File: src/rtl/hls_deadlock_persist_monitor.sv
`default_nettype none
// ============================================================================
//  Module   : hls_deadlock_persist_monitor
//  Purpose  : Per-process deadlock monitor for the HLS dataflow deadlock
//             detection network. A masked block indication must persist for
//             THRESHOLD consecutive cycles before it is declared a deadlock.
//             The deadlock flag is sticky and carries a snapshot of the
//             blocking cause. Software can clear it. A saturating counter
//             records how many detection events occurred.
//  Revision : 1.0 - initial release
// ----------------------------------------------------------------------------
//  Ports
//    clock            in   rising-edge clock
//    reset_n          in   asynchronous active-low reset
//    axis_block_sigs  in   per-stream blocked indications   [NUM_AXIS]
//    inst_block_sigs  in   per-instance blocked indications [NUM_BLK]
//    inst_idle_sigs   in   per-instance idle indications    [NUM_IDLE]
//    enable           in   monitoring enable (level)
//    clear            in   synchronous clear of sticky state (pulse)
//    block            out  registered instantaneous block candidate
//    deadlock         out  sticky persistent-deadlock flag
//    cause_axis       out  masked axis blocks captured on detection
//    cause_blk        out  masked instance blocks captured on detection
//    detect_count     out  saturating count of detection events [EVT_W]
// ============================================================================
module hls_deadlock_persist_monitor #(
  parameter int                  NUM_AXIS  = 5,
  parameter int                  NUM_BLK   = 5,
  parameter int                  NUM_IDLE  = 14,
  parameter logic [NUM_AXIS-1:0] AXIS_MASK = 5'b01100,
  parameter logic [NUM_BLK-1:0]  BLK_MASK  = '0,
  parameter logic [NUM_IDLE-1:0] IDLE_MASK = '0,
  parameter int                  THRESHOLD = 16,
  parameter int                  EVT_W     = 8
) (
  input  logic                clock,
  input  logic                reset_n,
  input  logic [NUM_AXIS-1:0] axis_block_sigs,
  input  logic [NUM_BLK-1:0]  inst_block_sigs,
  input  logic [NUM_IDLE-1:0] inst_idle_sigs,
  input  logic                enable,
  input  logic                clear,
  output logic                block,
  output logic                deadlock,
  output logic [NUM_AXIS-1:0] cause_axis,
  output logic [NUM_BLK-1:0]  cause_blk,
  output logic [EVT_W-1:0]    detect_count
);

  localparam int               CNT_W    = $clog2(THRESHOLD + 1);
  localparam logic [CNT_W-1:0] CNT_LAST = CNT_W'(THRESHOLD - 1);

  typedef enum logic [1:0] {
    ST_IDLE     = 2'd0,
    ST_PENDING  = 2'd1,
    ST_DETECTED = 2'd2
  } state_t;

  state_t            state_q, state_d;
  logic [CNT_W-1:0]  cnt_q, cnt_d;
  logic              enter_det;
  logic              idle_all;
  logic              candidate;
  logic [NUM_AXIS-1:0] masked_axis;
  logic [NUM_BLK-1:0]  masked_blk;

  // An all-zero idle mask disables suppression entirely, otherwise the
  // reduction over an empty selection would always read as "all idle".
  assign idle_all    = (IDLE_MASK != '0) && ((inst_idle_sigs & IDLE_MASK) == IDLE_MASK);
  assign masked_axis = axis_block_sigs & AXIS_MASK;
  assign masked_blk  = inst_block_sigs & BLK_MASK;
  assign candidate   = enable & ~idle_all & ((|masked_axis) | (|masked_blk));

  assign deadlock = (state_q == ST_DETECTED);

  always_comb begin
    state_d   = state_q;
    cnt_d     = cnt_q;
    enter_det = 1'b0;
    case (state_q)
      ST_IDLE: begin
        if (clear) begin
          cnt_d = '0;
        end else if (candidate) begin
          if (THRESHOLD == 1) begin
            state_d   = ST_DETECTED;
            enter_det = 1'b1;
            cnt_d     = '0;
          end else begin
            state_d = ST_PENDING;
            cnt_d   = CNT_W'(1);
          end
        end else begin
          cnt_d = '0;
        end
      end
      ST_PENDING: begin
        if (clear || !candidate) begin
          state_d = ST_IDLE;
          cnt_d   = '0;
        end else if (cnt_q == CNT_LAST) begin
          state_d   = ST_DETECTED;
          enter_det = 1'b1;
          cnt_d     = '0;
        end else begin
          cnt_d = cnt_q + CNT_W'(1);
        end
      end
      ST_DETECTED: begin
        // Sticky: only clear releases it, enable/candidate are ignored.
        if (clear) begin
          state_d = ST_IDLE;
          cnt_d   = '0;
        end
      end
      default: begin
        state_d = ST_IDLE;
        cnt_d   = '0;
      end
    endcase
  end

  always_ff @(posedge clock or negedge reset_n) begin
    if (!reset_n) begin
      state_q      <= ST_IDLE;
      cnt_q        <= '0;
      block        <= 1'b0;
      cause_axis   <= '0;
      cause_blk    <= '0;
      detect_count <= '0;
    end else begin
      state_q <= state_d;
      cnt_q   <= cnt_d;
      block   <= candidate;
      // Cause is zero whenever the flag is low, captured on entry, held after.
      if (state_d != ST_DETECTED) begin
        cause_axis <= '0;
        cause_blk  <= '0;
      end else if (enter_det) begin
        cause_axis <= masked_axis;
        cause_blk  <= masked_blk;
      end
      if (enter_det && (detect_count != {EVT_W{1'b1}})) begin
        detect_count <= detect_count + EVT_W'(1);
      end
    end
  end

endmodule
`default_nettype wire

File: config.mk
export PLATFORM = sky130hd
export DESIGN_NAME = hls_deadlock_persist_monitor
export DESIGN_NICKNAME = d
export VERILOG_FILES = /design/src/rtl/hls_deadlock_persist_monitor.sv
export SDC_FILE = /design/constraint.sdc
export NUM_CORES = 1
export LEC_CHECK = 0
export CAP_MARGIN = 40
export CORE_UTILIZATION = 43
export CTS_BUF_LIST = sky130_fd_sc_hd__clkbuf_4
export DETAILED_ROUTE_END_ITERATION = 10
export GPL_TIMING_DRIVEN = 0
export PLACE_DENSITY = 0.92
export SETUP_SLACK_MARGIN = 0.3
export SLEW_MARGIN = 25
export SYNTH_ARGS = -nofsm -noshare
export SYNTH_HDL_FRONTEND = slang
export SYNTH_SLANG_ARGS = --single-unit
File: constraint.sdc
create_clock -name clock -period 5.3 [get_ports clock]
set_clock_uncertainty 0.05 [all_clocks]
set_input_delay 1.59 -clock clock [delete_from_list [all_inputs] [get_ports clock]]
set_output_delay 1.59 -clock clock [all_outputs]
set_load 0.1 [all_outputs]
==> qor.yml, run 1 <==
clk_latency_ns: 0.28
layout-drive-gt1-share_pct: 24.81
routed_via_density: 4.962
syn_area_per_cell_sq_um: 10.50
min_period_ns: 3.369
rsz0062_at_grt: "false"
syn_area_sq_um: 913.4
path_clk_slew_ns: 0.10
outcome: "complete, no violations"
p_total_mw: 0.2759
numCtsBuffers: 3
yosys.cell_types.count: 30
wl_per_cell_um: 12.72
end_kind: "flop"
ys_top_cells_by_area: "dfrtp_1 (49%), buf_4 (6.6%), a22o_1 (4.8%), xor2_1 (3.8%), a21oi_1 (3.3%)"
syn_inst: 87
dieWidth_um: 48.09
grt_max_degree: 19
place.detailed.hpwl_mm: 1.451
final_max_slew_viol_count: 0
cp_slowest_cell: "or4_1"
period_share_pct: 63.56
worst_hold_slack_ns: 0.4622
grt-ovfl-total: 0
start_util_pct: 46.09
required_ns: 5.43
antenna_cells: 0
synth_top_cell_by_area: "dfrtp_1"
rows: 16
cts_tree: "done"
gp_congestion: 0.6984
met3_usage_pct: 2.593
p_int_mw: 0.1854
antenna_found_initial: 0
pwr-share-clk_pct: 24.8
path_max_fanout: 6
drv_cap: 0
core_area_sq_um: 1982
start_kind: "input pin"
via_count: 774
die-area_sq_um: 2313
swShare_pct: 32.80
postLayoutCoreUtil_pct: 69.13
nNetsFinal: 160
root_buffer: "clkbuf_4"
hold_violations: 0
peakVddDrop_v: 0.0001538
dr.pass1.iters: 4
clk_path_buf_depth: 2
slowest_delay_ns: 0.51
io_buffers: 17
die_h_um: 48.09
fmax_ghz: 0.2969
layout_setup_ws_ns: 1.931
h-tree-depth: 1
use_met2_pct: 37.03
wl_mm: 1.985
ys_warn_count: 0
worstSetupPathType: "input pin to flop"
cts_resized: 0
postCtsSetupRepairBufs: 0
synth-seq-cells: 18
crit_chain: "clkdlybuf4s50_1 -> or2_4 -> or4_1 -> buf_2 -> nor2_2 -> mux2_1"
grt_pass1_wl_mm: 3.008
nFillCells: 155
power_frac_seq_pct: 51.7
drc_errors: 0
met1_usage_pct: 20.09
antenna_left: 0
combPwrFrac_pct: 23.5
synth_top_area_share_pct: 49.32
busiest_layer: "met2"
final_common_cell: "dfrtp_1"
grt_usage_pct: 19.10
boundaryPins: 48
area_growth_pct: 50.00
grt_pass1_vias: 730
arrival_ns: 3.50
leakage_nw: 0.6342
setup_viol: 0
p_sw_mw: 0.09048
cts_num_sinks: 18
pwr_density_cell_nw_per_um2: 201.4
drt_iter0_drc: 14
dp_slack_ns: 1.654
hp-class: "flop to flop"
setup_tns_ns: 0
timing.slew.headroom_pct: 62.20
final_cell_mix: "dfrtp_1 (18), clkdlybuf4s50_1 (17), buf_8 (13), buf_4 (8), conb_1 (8)"
ys_seq_area_share_pct: 49.32
max_slew.worst_pin.slew_ns: 0.5627
cts_hold_buf: 0
## per-stage QoR
step                area [sq um]  instances
finish                      1370        156
CTS                         1350        154
global route                1370        156
floorplan                  939.7         94
detailed placement          1324        150
global placement            1144        138
## power groups by stage
stage / clock network [mW] / logic [mW] / registers [mW]
detailed placement: 0 / 0.0632 / 0.145
global route: 0.0746 / 0.0679 / 0.143
finish: 0.0685 / 0.0648 / 0.143
floorplan: 0 / 0.0339 / 0.157
CTS: 0.0701 / 0.0634 / 0.143
global placement: 0 / 0.0571 / 0.145
## Yosys cell counts
library cell,n
mux2_1,1
o21ai_4,1
nor2_1,2
nor3_1,5
or4_1,1
or2_4,1
ha_1,2
conb_1,1
buf_4,8
nand2_1,6
a21oi_1,6
a31oi_1,3
nor4_1,2
a22o_1,5
xor2_1,4
nand2b_1,1
nor2b_1,2
inv_1,5
nand3_1,3
mux2i_1,1
clkbuf_1,1
nor2_2,1
or2b_1,1
nor4b_2,1
a41oi_1,1
o21ai_0,1
dfrtp_1,18
and2b_2,1
buf_2,1
nor4_2,1
## layout make-up
type / count / area [sq um] / share of cell area (%)
clock inverters: 1 / 3.754 / 0.2740
multi-input cells: 61 / 401.6 / 29.32
repair buffers: 31 / 370.4 / 27.03
inverters: 5 / 18.77 / 1.370
clock buffers: 3 / 22.52 / 1.644
flip-flops and latches: 18 / 450.4 / 32.88
well taps: 27 / 33.78 / 2.466
plain buffers: 10 / 68.82 / 5.023
## worst max-delay path, delay by kind of cell
kind,cells,cell delay [ns]
mux,1,0.34
buf+inv,2,0.60
simple gates,3,0.98
## flip-flops by register name, summed over array words and instances, names as in the netlist
register      cells
detect_count      8
cnt_q             5
state_q           2
block             1
cause_axis        2
## logic make-up (layout without fill, tap and decap cells)
group / after synthesis / after routing / synth area share (%)
AOI/OAI and AO/OA: 17 / 17 / 13.42
xor gates and xnor gates: 4 / 4 / 3.835
adders and majority gates: 2 / 2 / 2.739
buffers and inverters: 15 / 50 / 9.589
DFF: 18 / 18 / 49.31
muxes: 2 / 2 / 2.329
other: 1 / 8 / 0.4106
and+or+nand+nor: 28 / 28 / 18.36
## path summary, 6_finish.rpt
| kind | end | from | depth (start not counted) | slack [ns] |
|---|---|---|---|---|
| hold reg to reg | detect_count[5] | detect_count[5] | 1 | 0.46 |
| max in group asynchronous | cnt_q[1] | reset_n | 2 | 3.31 |
| setup reg to reg | detect_count[1] | cnt_q[0] | 6 | 3.12 |
| min in group asynchronous | detect_count[0] | reset_n | 1 | 1.50 |
| hold / removal | detect_count[5] | detect_count[5] | 1 | 0.46 |
| setup / recovery | detect_count[1] | clear | 6 | 1.93 |
## layer usage
layer,wire (um),part of all wire (%)
met1,847,43
met2,1025,52
met3,76,3.8
met4,35,1.8
met5,0,0
(Power assumes the default switching activity.)
==> inputs of run 2 (changes only) <==
--- a/config.mk
+++ b/config.mk
@@ -6,11 +6,11 @@
 export NUM_CORES = 1
 export LEC_CHECK = 0
 export CAP_MARGIN = 40
-export CORE_UTILIZATION = 43
+export CORE_UTILIZATION = 40
 export CTS_BUF_LIST = sky130_fd_sc_hd__clkbuf_4
 export DETAILED_ROUTE_END_ITERATION = 10
 export GPL_TIMING_DRIVEN = 0
-export PLACE_DENSITY = 0.92
+export PLACE_DENSITY = 0.86
 export SETUP_SLACK_MARGIN = 0.3
 export SLEW_MARGIN = 25
 export SYNTH_ARGS = -nofsm -noshare
==> constraint.sdc (replaced) <==
create_clock -name clock -period 3.5 [get_ports clock]
set_clock_uncertainty 0.05 [all_clocks]
set_input_delay 1.05 -clock clock [delete_from_list [all_inputs] [get_ports clock]]
set_output_delay 1.05 -clock clock [all_outputs]
set_load 0.1 [all_outputs]
==> qor.yml, run 2 (synthesized netlist as in run 1, its figures left out) <==
area_growth_pct: 49.59
core_area_sq_um: 2062
stdcell_count: 156
hold_depth: 1
antenna_left: 0
clk_path_buf_depth: 2
die-area_sq_um: 2479
leakage_nw: 0.6328
reg2reg_from: "cnt_q[0]"
rsz0062_at_grt: "false"
end_kind: "flop"
cts_tree: "done"
cts_hold_buf: 0
peakVddDrop_v: 0.0002609
worstSetupPathType: "input pin to flop"
final_max_slew_viol_count: 0
max_slew.worst_pin.slew_ns: 0.6446
clk_latency_ns: 0.29
reg2reg_to: "detect_count[1]"
grt-ovfl-total: 0
cp_slowest_cell: "or4_1"
grt_pass1_wl_mm: 3.401
io_buffers: 17
drv_cap: 0
arrival_ns: 2.95
nFillCells: 166
timing.slew.headroom_pct: 56.70
place.detailed.hpwl_mm: 1.526
path_max_fanout: 6
fmax_ghz: 0.3549
setup_viol: 0
hold_violations: 0
layout-drive-gt1-share_pct: 24.81
rows: 16
crit_chain: "clkdlybuf4s50_1 -> or2_4 -> or4_1 -> buf_2 -> nor2_2 -> mux2_1"
grt_pass1_vias: 784
largest_reg_flops: 8
via_count: 762
required_ns: 3.63
antenna_found_initial: 0
setup_tns_ns: 0
dieWidth_um: 49.79
worstHoldStart: "detect_count[5]"
start_kind: "input pin"
postLayoutCoreUtil_pct: 66.26
start_util_pct: 44.30
cts_num_sinks: 18
pwr_density_cell_nw_per_um2: 304.4
dr.pass1.iters: 4
numCtsBuffers: 3
wl_per_cell_um: 12.94
path_clk_slew_ns: 0.10
h-tree-depth: 1
dp_cells: 150
outcome: "complete, no violations"
grt_usage_pct: 18.43
hp-class: "flop to flop"
largestRegisters: "detect_count x8, cnt_q x5"
top_register: "detect_count"
hold_end: "detect_count[5]"
grt_max_degree: 19
boundaryPins: 48
worst_hold_slack_ns: 0.4656
wl_mm: 2.018
reg2reg_depth: 6
period_share_pct: 80.50
postCtsSetupRepairBufs: 0
final_common_cell: "dfrtp_1"
root_buffer: "clkbuf_4"
slowest_delay_ns: 0.49
min_period_ns: 2.817
drt_iter0_drc: 12
die_h_um: 49.79
drc_errors: 0
cts_resized: 0
routed_via_density: 4.885
nNetsFinal: 160
gp_congestion: 0.7505
rrSetupSlack_ns: 1.35
antenna_cells: 0
final_cell_mix: "dfrtp_1 (18), clkdlybuf4s50_1 (17), buf_8 (12), buf_4 (8), conb_1 (8)"
-- run 2: area by class of cell --
type | instances | area, sq um | area share [%]
flip-flops and latches | 18 | 450.4 | 32.97
multi-input cells | 61 | 401.6 | 29.40
repair buffers | 31 | 366.6 | 26.83
plain buffers | 10 | 68.82 | 5.037
well taps | 27 | 33.78 | 2.473
clock buffers | 3 | 22.52 | 1.648
inverters | 5 | 18.77 | 1.374
clock inverters | 1 | 3.754 | 0.2747
-- run 2: how the worst max path moves through the flow --
stage / start / to / slack (ns) / cells past startpoint
floorplan: state_q[0] / deadlock / 0.65 / 1
global placement: clear / detect_count[1] / 0.42 / 6
detailed placement: clear / detect_count[1] / 0.38 / 6
CTS: clear / detect_count[1] / 0.70 / 6
global route: clear / detect_count[1] / 0.63 / 6
finish: clear / detect_count[1] / 0.68 / 6
-- run 2: power breakdown --
part / switching (mW) / leakage (nW) / internal [mW]
registers: 0.00400 / 0.246 / 0.212
logic: 0.0704 / 0.372 / 0.0274
clock network: 0.0611 / 0.0154 / 0.0414
total: 0.136 / 0.633 / 0.280
-- run 2: critical path: cells and delay by family --
family / cells / cell delay (ns)
AND/OR/NAND/NOR: 3 / 0.97
multiplexers: 1 / 0.34
buffers and inverters: 2 / 0.60
-- run 2: per-layer routing --
layer	track usage (%)	wire length [um]
met2	33.56	1087
met4	9.524	31
met1	19.61	823
met3	4.012	75
met5	0	0
-- run 2: stage by stage --
stage / instance area [sq um] / setup slack, ns / power [mW]
after detailed placement: 1324 / 0.3842 / 0.3159
after global placement: 1144 / 0.4213 / 0.3059
after global routing: 1366 / 0.6341 / 0.4296
after floorplan: 939.7 / 0.6460 / 0.2888
after CTS: 1350 / 0.7040 / 0.4203
final: 1366 / 0.6826 / 0.4159
